===== src/rtl/cpu_pkg.sv =====
// cpu_pkg: constants shared by the EX-stage multiply/divide unit.
//   - funct3 encodings of the RV32M operations (OP_MUL..OP_REMU)
//   - state encoding of the iterative mul/div FSM
//   - number of iteration steps per operation
package cpu_pkg;

  localparam logic [2:0] OP_MUL    = 3'd0;
  localparam logic [2:0] OP_MULH   = 3'd1;
  localparam logic [2:0] OP_MULHSU = 3'd2;
  localparam logic [2:0] OP_MULHU  = 3'd3;
  localparam logic [2:0] OP_DIV    = 3'd4;
  localparam logic [2:0] OP_DIVU   = 3'd5;
  localparam logic [2:0] OP_REM    = 3'd6;
  localparam logic [2:0] OP_REMU   = 3'd7;

  localparam int MULDIV_STEPS = 32;

  typedef enum logic [1:0] {
    ST_IDLE = 2'd0,
    ST_CALC = 2'd1,
    ST_FIN  = 2'd2
  } muldiv_state_t;

endpackage


===== src/rtl/muldiv_sign_ctrl.sv =====
// muldiv_sign_ctrl: combinational sign handling around the unsigned
// shift-add / shift-subtract core.
//   Accept side:
//     op, rs1_val, rs2_val  -> a_mag, b_mag      operand magnitudes
//                           -> res_neg, rem_neg  result signs
//                           -> special, special_result  cases resolved without iterating
//   Finish side:
//     fin_op, fin_acc, fin_res_neg, fin_rem_neg -> final_result
//     fin_acc is the 64-bit product, or {remainder, quotient} for divides.
module muldiv_sign_ctrl
  import cpu_pkg::*;
(
  input  logic [2:0]  op,
  input  logic [31:0] rs1_val,
  input  logic [31:0] rs2_val,
  output logic [31:0] a_mag,
  output logic [31:0] b_mag,
  output logic        res_neg,
  output logic        rem_neg,
  output logic        special,
  output logic [31:0] special_result,
  input  logic [2:0]  fin_op,
  input  logic [63:0] fin_acc,
  input  logic        fin_res_neg,
  input  logic        fin_rem_neg,
  output logic [31:0] final_result
);

  logic        a_signed;
  logic        b_signed;
  logic        a_neg;
  logic        b_neg;
  logic        div_by_zero;
  logic        div_overflow;
  logic [63:0] prod;
  logic [31:0] quot;
  logic [31:0] rem;

  always_comb begin
    a_signed = (op == OP_MULH) || (op == OP_MULHSU) || (op == OP_DIV) || (op == OP_REM);
    b_signed = (op == OP_MULH) || (op == OP_DIV) || (op == OP_REM);
    a_neg    = a_signed && rs1_val[31];
    b_neg    = b_signed && rs2_val[31];
    // 0x80000000 negates to itself, which is still the correct unsigned magnitude.
    a_mag    = a_neg ? (~rs1_val + 32'd1) : rs1_val;
    b_mag    = b_neg ? (~rs2_val + 32'd1) : rs2_val;
    res_neg  = a_neg ^ b_neg;
    rem_neg  = a_neg;

    div_by_zero  = op[2] && (rs2_val == 32'd0);
    div_overflow = ((op == OP_DIV) || (op == OP_REM)) &&
                   (rs1_val == 32'h8000_0000) && (rs2_val == 32'hFFFF_FFFF);
    special      = div_by_zero || div_overflow;

    // op[1] selects the remainder flavours (REM/REMU) among the divides.
    special_result = 32'd0;
    if (div_by_zero)
      special_result = op[1] ? rs1_val : 32'hFFFF_FFFF;
    else if (div_overflow)
      special_result = op[1] ? 32'd0 : 32'h8000_0000;
  end

  always_comb begin
    prod = fin_res_neg ? (~fin_acc + 64'd1) : fin_acc;
    quot = fin_acc[31:0];
    rem  = fin_acc[63:32];
    if (!fin_op[2])
      final_result = (fin_op == OP_MUL) ? prod[31:0] : prod[63:32];
    else if (fin_op[1])
      final_result = fin_rem_neg ? (~rem + 32'd1) : rem;
    else
      final_result = fin_res_neg ? (~quot + 32'd1) : quot;
  end

endmodule


===== src/rtl/ex_muldiv_unit.sv =====
// ex_muldiv_unit: iterative RV32M multiply/divide for the EX stage.
//   clk, clr      clock / asynchronous active-high reset
//   start         EX holds an M instruction with valid operands
//   op            funct3 (MUL..REMU)
//   rs1_val/rs2_val  forwarded operands
//   flush         aborts an operation in progress (priority over start)
//   stall         holds PC/front-end from the accept cycle through the last step
//   done          one-cycle pulse with result valid
//   result        registered result, held until the next completion
// Multiplies use a 64-bit accumulator {high partial sum, shifting multiplier};
// divides reuse the same register as {partial remainder, dividend->quotient}.
module ex_muldiv_unit
  import cpu_pkg::*;
#(
  parameter int XLEN = 32
) (
  input  logic            clk,
  input  logic            clr,
  input  logic            start,
  input  logic [2:0]      op,
  input  logic [XLEN-1:0] rs1_val,
  input  logic [XLEN-1:0] rs2_val,
  input  logic            flush,
  output logic            stall,
  output logic            done,
  output logic [XLEN-1:0] result
);

  localparam logic [5:0] LAST_STEP = 6'(MULDIV_STEPS - 1);

  muldiv_state_t state_reg;
  logic [5:0]    count_reg;
  logic [2:0]    op_reg;
  logic [31:0]   opnd_reg;      // multiplicand for multiplies, divisor for divides
  logic [63:0]   acc_reg;
  logic          res_neg_reg;
  logic          rem_neg_reg;
  logic [31:0]   result_reg;
  logic          done_reg;

  logic          accept;
  logic [31:0]   a_mag;
  logic [31:0]   b_mag;
  logic          res_neg;
  logic          rem_neg;
  logic          special;
  logic [31:0]   special_result;
  logic [31:0]   final_result;
  logic [63:0]   acc_step;
  logic [32:0]   mul_sum;
  logic [32:0]   div_diff;

  muldiv_sign_ctrl u_sign_ctrl (
    .op             (op),
    .rs1_val        (rs1_val),
    .rs2_val        (rs2_val),
    .a_mag          (a_mag),
    .b_mag          (b_mag),
    .res_neg        (res_neg),
    .rem_neg        (rem_neg),
    .special        (special),
    .special_result (special_result),
    .fin_op         (op_reg),
    .fin_acc        (acc_step),
    .fin_res_neg    (res_neg_reg),
    .fin_rem_neg    (rem_neg_reg),
    .final_result   (final_result)
  );

  assign accept = (state_reg == ST_IDLE) && start && !flush;
  assign stall  = accept || (state_reg == ST_CALC);
  assign done   = done_reg;
  assign result = result_reg;

  // One iteration of either algorithm.
  always_comb begin
    // Multiply: add the multiplicand into the high half if the multiplier LSB
    // is set, then shift the whole accumulator right one bit.
    mul_sum  = {1'b0, acc_reg[63:32]} + (acc_reg[0] ? {1'b0, opnd_reg} : 33'd0);
    // Divide: shift {rem, dividend} left one bit and try to subtract the divisor
    // from the 33-bit partial remainder; restore on a borrow.
    div_diff = acc_reg[63:31] - {1'b0, opnd_reg};
    if (!op_reg[2])
      acc_step = {mul_sum, acc_reg[31:1]};
    else if (div_diff[32])
      acc_step = {acc_reg[62:0], 1'b0};
    else
      acc_step = {div_diff[31:0], acc_reg[30:0], 1'b1};
  end

  always_ff @(posedge clk or posedge clr) begin
    if (clr) begin
      state_reg   <= ST_IDLE;
      count_reg   <= 6'd0;
      op_reg      <= OP_MUL;
      opnd_reg    <= 32'd0;
      acc_reg     <= 64'd0;
      res_neg_reg <= 1'b0;
      rem_neg_reg <= 1'b0;
      result_reg  <= 32'd0;
      done_reg    <= 1'b0;
    end else begin
      done_reg <= 1'b0;
      case (state_reg)
        ST_IDLE: begin
          if (accept) begin
            op_reg      <= op;
            res_neg_reg <= res_neg;
            rem_neg_reg <= rem_neg;
            count_reg   <= 6'd0;
            if (op[2]) begin
              opnd_reg <= b_mag;
              acc_reg  <= {32'd0, a_mag};
            end else begin
              opnd_reg <= a_mag;
              acc_reg  <= {32'd0, b_mag};
            end
            if (special) begin
              result_reg <= special_result;
              done_reg   <= 1'b1;
              state_reg  <= ST_FIN;
            end else begin
              state_reg  <= ST_CALC;
            end
          end
        end
        ST_CALC: begin
          if (flush) begin
            state_reg <= ST_IDLE;
            count_reg <= 6'd0;
          end else begin
            acc_reg <= acc_step;
            if (count_reg == LAST_STEP) begin
              result_reg <= final_result;
              done_reg   <= 1'b1;
              count_reg  <= 6'd0;
              state_reg  <= ST_FIN;
            end else begin
              count_reg <= count_reg + 6'd1;
            end
          end
        end
        ST_FIN:  state_reg <= ST_IDLE;
        default: state_reg <= ST_IDLE;
      endcase
    end
  end

endmodule


===== config.mk =====
export PLATFORM = sky130hd
export DESIGN_NAME = ex_muldiv_unit
export DESIGN_NICKNAME = d
export VERILOG_FILES = /design/src/rtl/cpu_pkg.sv /design/src/rtl/muldiv_sign_ctrl.sv /design/src/rtl/ex_muldiv_unit.sv
export SDC_FILE = /design/constraint.sdc
export NUM_CORES = 1
export LEC_CHECK = 0
export CAP_MARGIN = 25
export CORE_ASPECT_RATIO = 1.1
export CORE_MARGIN = 1.5
export CORE_UTILIZATION = 62
export DETAILED_ROUTE_END_ITERATION = 6
export PLACE_DENSITY = 0.85
export SLEW_MARGIN = 20
export SYNTH_ARGS = -nofsm -noshare
export SYNTH_HDL_FRONTEND = slang
export SYNTH_SLANG_ARGS = --single-unit
export TNS_END_PERCENT = 50

===== constraint.sdc =====
create_clock -name clk -period 5.9 [get_ports clk]
set_clock_uncertainty 0.2 [all_clocks]
set_input_delay 0.885 -clock clk [delete_from_list [all_inputs] [get_ports clk]]
set_output_delay 0.885 -clock clk [all_outputs]
set_load 0.01 [all_outputs]

# == Yosys cells after proc, flatten, opt, wreduce, memory -nomap -nowiden ==
# Cells that the tools add are included.
# word_totals
out_inout_bits,34
regBits,142
inputBits,71
# classes
reduce_logical,25
n_bitwise,6
eq_ne,13
add_sub_neg,8
muxes,39
# ops
operator,count
32-bit two-way mux,18
64-bit two-way mux,5
"32-bit by 1-bit adder with 32-bit output, second input constant",4
32-bit inverter,4
64-bit case mux with 2 select lines,1
"64-bit by 1-bit adder with 64-bit output, second input constant",1
"32-bit == test, second input constant",2
64-bit inverter,1
32-bit case mux with 2 select lines,1
32-bit by 32-bit adder with 33-bit output,1
33-bit by 32-bit subtractor with 33-bit output,1
32-bit zero test,1
6-bit two-way mux,3
6-bit case mux with 2 select lines,1
1-bit logical OR,8
2-bit two-way mux,4
1-bit logical AND,7
"6-bit by 1-bit adder with 6-bit output, second input constant",1
"3-bit == test, second input constant",2
"6-bit by 5-bit == test with 1-bit output, second input constant",1
"2-bit != test, second input constant",3
2-bit AND reduction,3
5-bit AND reduction,1
1-bit two-way mux,4
other kinds (13),13

# == Depth between registers and ports, before layout ==
# logic_depth
word_depth,11
mapped_depth,24
depth_no_buf,23

# == Modules after synthesis ==
# Synthesis repeated with hierarchy kept, for this count alone.
# unflattened
hier_cells,2151
area_unflattened_um2,16062.9
# modules_own_cells
module,cells_each,instances,area_each_um2,seq_area_each_um2
ex_muldiv_unit,1388,1,11332.1,3553.4
muldiv_sign_ctrl,763,1,4730.8,0.0

# == Worst setup path after synthesis ==
# No wires, ideal clock.
# synth_path
path_kind,register to register
startpoint,register acc_reg[31]
endpoint,register result_reg[22] (netlist: result[22])
setup_slack_ns,0.998
arrival_time_ns,4.570
path_buffers,0
stages_incl_launch_ff,22
synth_period_minus_slack_ns,4.902
setup_ns,0.132
required_ns,5.568
path_cell_list,dfrtp_1 -> inv_1 -> ha_1 -> inv_1 -> fa_1 -> a211oi_2 -> nor3_1 -> o211a_1 -> o211ai_2 -> a2111oi_4 -> a21oi_1 -> ha_1 -> o221ai_1 -> or2_2 -> nor2_1 -> nand2b_1 -> or3_1 -> or2_2 -> or3_1 -> or3_1 -> nand4_1 -> o22ai_1
# synth_between
elab_chain_len,11
elab_cells_between_ends,18
cone_classes,add/sub: 4; mux: 11; bitwise: 3
# synth_lines
element,line_no,rtl
"start, declared",ex_muldiv_unit.sv:35,logic [63:0] acc_reg;
"start signal, assigned",ex_muldiv_unit.sv:113,"acc_reg <= {32'd0, a_mag};"
"start signal, assigned",ex_muldiv_unit.sv:116,"acc_reg <= {32'd0, b_mag};"
"start signal, assigned",ex_muldiv_unit.sv:132,acc_reg <= acc_step;
33-bit by 32-bit subtractor with 33-bit output,ex_muldiv_unit.sv:82,"div_diff = acc_reg[63:31] - {1'b0, opnd_reg};"
64-bit two-way mux,ex_muldiv_unit.sv:85,else if (div_diff[32])
64-bit two-way mux *,ex_muldiv_unit.sv:83,if (!op_reg[2])
"64-bit inverter, or another cell as far along",muldiv_sign_ctrl.sv:64,prod = fin_res_neg ? (~fin_acc + 64'd1) : fin_acc;
"64-bit by 1-bit adder with 64-bit output, or another cell as far along",muldiv_sign_ctrl.sv:64,
"64-bit two-way mux, or another cell as far along",muldiv_sign_ctrl.sv:64,
32-bit two-way mux (on tied branches),"muldiv_sign_ctrl.sv:68, muldiv_sign_ctrl.sv:69",
32-bit two-way mux *,muldiv_sign_ctrl.sv:67,if (!fin_op[2])
32-bit two-way mux *,ex_muldiv_unit.sv:133,if (count_reg == LAST_STEP) begin
32-bit two-way mux *,ex_muldiv_unit.sv:128,if (flush) begin
32-bit case mux with 2 select lines *,ex_muldiv_unit.sv:104,case (state_reg)
"end signal, assigned",ex_muldiv_unit.sv:119,result_reg <= special_result;
"end signal, assigned",ex_muldiv_unit.sv:134,result_reg <= final_result;
"end, declared",ex_muldiv_unit.sv:38,logic [31:0] result_reg;
# Mark *: on every way between the ends. The rest lies on a longest branch, timed or not. The select of a mux whose other input is x is not followed.
# A chain may end at the register's enable or synchronous reset.

# == Worst setup path after layout ==
# layout_path
startpoint,register acc_reg[54]
endpoint,register result_reg[22] (netlist: result[22])
# Same word-level chain as after synthesis.

==> summary.txt <==
Power
  • PwrDens: 688 nW/um2
  • P_leak: around 7.3 nW
  • Peak supply drop: approximately 0.29 mV

Global route
  • Pin count of the biggest net entering global routing: around 120
  • Congestion Overflow GR: 0
  • Vias in the first global route: ~17k
  • GRT Total Usage: between 40 and 50%
  • First-pass GRT wire length: roughly 95000 um
  • Initial antenna violation count: 3

Routing
  • Post-route ant nets: 0
  • DR pass1 iterations: 7
  • Vias per std cell: about 7
  • Detailed router's first-iteration violation count: roughly 2.6k
  • DR WL/cell: 23.7 um
  • Max layer used: met5
  • Met2 wire length: around 28000 um
  • DRT Wirelength: between 60000 and 70000 um
  • DR vias: 18.5k
  • Met1 WL: between 20000 and 25000 um
  • Met3 WL: ~7000 um
  • DRC: 1

Yosys
  • Adder-Cell Fraction of Synth Area: under 10%
  • Netlist cell types: 96
  • Synth Net Count: 2369
  • Asr flop ratio synth: 100%
  • Ys Warns: 0
  • EDFF count, synth: 0
  • FF+latch count, synth: 142
  • Prevailing post-synth register cell: dfrtp_1
  • Post-synthesis compound-gate area fraction: just over 30%
  • Simple-Gate Fraction of Synth Area: 23.5%
  • Largest family of logic cells by synthesized area: compound AO/OA/AOI/OAI gates
  • Mapped Avg Cell Area: slightly above 7 um2
  • Mapped Cells: roughly 2.2k
  • Post-synthesis mux area share: between 3 and 4%
  • Mapped cell area: about 16000 um2
  • Register area share after synthesis: 22.0%
  • Xor-xnor portion of the synthesized cell area: 9.23%

Floorplanning
  • Die area: between 20000 and 30000 um2
  • Area of the core: between 20000 and 30000 um2
  • # rows: around 60
  • Io pins: ~110
  • Die width: about 160 um
  • Starting Density: 63.5%
  • Die height: roughly 170 um

Setup path
  • Crit-path cells: ha_1, nand4_1, nor4_1, a22oi_1, buf_4, a21boi_2, a2111oi_4, a21oi_1, ha_1, o221ai_1, or2_2, nor2_1, nand2b_1, or3_1, or2_2, or3_1, or3_1, nand4_1, o22ai_1
  • CP required: between 6 and 7 ns
  • Crit-path max cell delay: 0.53 ns
  • WP data arrival: 5.79 ns
  • Worst r2r src: acc_reg[54]
  • Crit path max-delay cell type: ha_1
  • Critical path launch point type: flip-flop
  • Maximum fanout along the worst path: 10
  • Reg2Reg Capture Point: result[22]
  • CP bufs+invs: 1
  • WS Path Type: reg2reg
  • Crit end category: flip-flop
  • Cell mode on critical path: or3_1
  • Critical path's top delay family: simple AND/OR/NAND/NOR gates
  • R2R depth: 19
  • Setup slack, reg-to-reg: 0.23 ns

Flow run
  • # Max-Cap Violations: 0

Final layout
  • Area grow syn2layout: 12.8%
  • Seq. cell area: between 3000 and 4000 um2
  • Max FFs per register: 64
  • Nets: roughly 2.4k
  • Area of the multi-input gates: ~12000 um2
  • Layout cell share with drive strength beyond 1: under 10%
  • Finished Cell Area: between 15000 and 20000 um2
  • FILL cells: roughly 2.1k

Clock network
  • H-tree levels: 4
  • Clock Sinks: around 140
  • Worst skew pair latency: around 0.45 ns
  • Root buffer cell: clkbuf_16
  • CTS buffer count: 17
  • Clock slew at reported path FFs: ~0.060 ns
  • Post-CTS setup buffer count: 0
  • Cts repair resizes: 0
  • CTS tree: done
  • Post-CTS Hold Buffers: 0
  • Clock buffer depth: 2

STA
  • Fmax: about 180 MHz
  • Fin. Hold Viols: 0
  • RSZ-0062 raised after global routing: no
  • Max Slew Vio Count: 0
  • Part of the cycle the worst path needs: 96.1%
  • Total Neg Setup Slack: 0 ns
  • Worst slew margin: between 20% and 30%
  • Setup violators final: 0
  • Crit path time final: 5.67 ns
  • Worst Tran Pin Value: between 1 and 1.5 ns

Placement
  • GPL Wtd Cong: roughly 1.1
  • # port buffers: around 100
  • Placed wire-length estimate: 48300 um
  • Placed Area: approximately 18000 um2

Worst hold path
  • Worst Hold Class: reg2reg
  • Hold Path Cell Cnt: 1
  • Hold Startpoint: count_reg[5]
  • Hold path endpoint: count_reg[5]

Outcome
  • Violated checks: design-rule violations
  • Status: finished with violations
-- Yosys cell counts (12+ instances only) --
| master | number | area [um2] |
|---|---|---|
| and2_1 | 48 | 300 |
| inv_1 | 78 | 293 |
| mux2i_1 | 42 | 420 |
| or4_1 | 13 | 97.6 |
| a22o_1 | 20 | 175 |
| or2_2 | 13 | 81.3 |
| and3_1 | 12 | 75.1 |
| o21ai_0 | 229 | 1150 |
| buf_1 | 14 | 52.6 |
| nand2b_1 | 20 | 125 |
| nor3_1 | 45 | 225 |
| clkbuf_1 | 95 | 357 |
| a211oi_1 | 39 | 293 |
| nand3_1 | 41 | 205 |
| nand4_1 | 32 | 200 |
| o22ai_1 | 17 | 106 |
| a31oi_1 | 32 | 200 |
| nor3b_1 | 13 | 97.6 |
| xnor2_1 | 84 | 736 |
| a21o_1 | 21 | 158 |
| o41ai_1 | 13 | 114 |
| dfrtp_1 | 142 | 3550 |
| buf_2 | 17 | 85.1 |
| or3_1 | 26 | 163 |
| nor2_1 | 222 | 833 |
| mux2_2 | 13 | 146 |
| a21oi_1 | 208 | 1040 |
| xor2_1 | 86 | 753 |
| o211ai_1 | 23 | 173 |
| nand2_1 | 257 | 965 |
| o21a_1 | 20 | 150 |
| ha_1 | 70 | 876 |
| o31ai_1 | 34 | 255 |
-- cell usage in the layout (no fill, tap or decap), types with 10 or more instances in the layout --
master	instances
nand2_1	256
o21ai_0	229
nor2_1	221
a21oi_1	208
dfrtp_1	141
clkdlybuf4s50_1	103
xor2_1	86
xnor2_1	84
inv_1	77
ha_1	70
buf_4	70
and2_1	48
nor3_1	45
mux2i_1	42
nand3_1	41
a211oi_1	37
o31ai_1	34
nand4_1	32
a31oi_1	32
or3_1	26
o211ai_1	23
a21o_1	21
o21a_1	20
nand2b_1	20
a22o_1	20
o22ai_1	17
clkbuf_16	17
nor3b_1	13
o41ai_1	13
or2_2	13
mux2_2	13
or4_1	13
and3_1	12
nor4_1	10
o21bai_1	10
-- where the power goes --
part / internal [W] / leakage, nW / switching, W
clock: 0.000550 / 0.253 / 0.000478
sequential: 0.00141 / 1.74 / 0.000554
combinational: 0.00352 / 5.34 / 0.00600
-- kinds of logic after synthesis --
family | after synthesis
buffers and inverters | 210
muxes | 55
adders and majority gates | 72
DFF | 142
and+or+nand+nor | 791
xor gates and xnor gates | 170
AOI/OAI and AO/OA | 786
-- per-stage QoR --
stage          hold slack [ns]  utilization [%]  total power [W]  std cells  setup WS (ns)
3_5_place_dp             0.294             69.5           0.0110       2616          0.397
5_1_grt                  0.318             71.6           0.0132       2648        0.00896
4_1_cts                  0.304             71.6           0.0121       2648          0.326
6_report                 0.299             71.6           0.0125       2649          0.230
3_3_place_gp             0.261             69.5           0.0108       2616          0.549
2_1_floorplan            0.240                -          0.00812       2226          0.998
-- how the worst max path moves through the flow --
stage | start | endpoint | depth (start not counted)
floorplan | acc_reg[31] | result[22] | 21
global placement | acc_reg[0] | result[28] | 18
detailed placement | acc_reg[0] | result[28] | 18
CTS | acc_reg[0] | result[28] | 18
global route | acc_reg[54] | result[16] | 19
finish | acc_reg[54] | result[22] | 19
-- layer usage --
metal / vias up / track usage, %
li1: 8282 / -
met1: 8622 / 57.6
met2: 1354 / 73.7
met3: 284 / 7.72
met4: 2 / 32.0
met5: - / 0
-- final cells by class --
class                      count  share of cell area (%)
antenna                        1                  0.0137
clock buffer                  20                    2.45
clock inverter                12                   0.488
inverter                      80                    1.68
multi-input combinational   1874                    64.8
sequential                   142                    19.5
tap                          346                    2.38
timing repair buffer         174                    8.66
No activity file was read; power rests on OpenSTA's default activity.
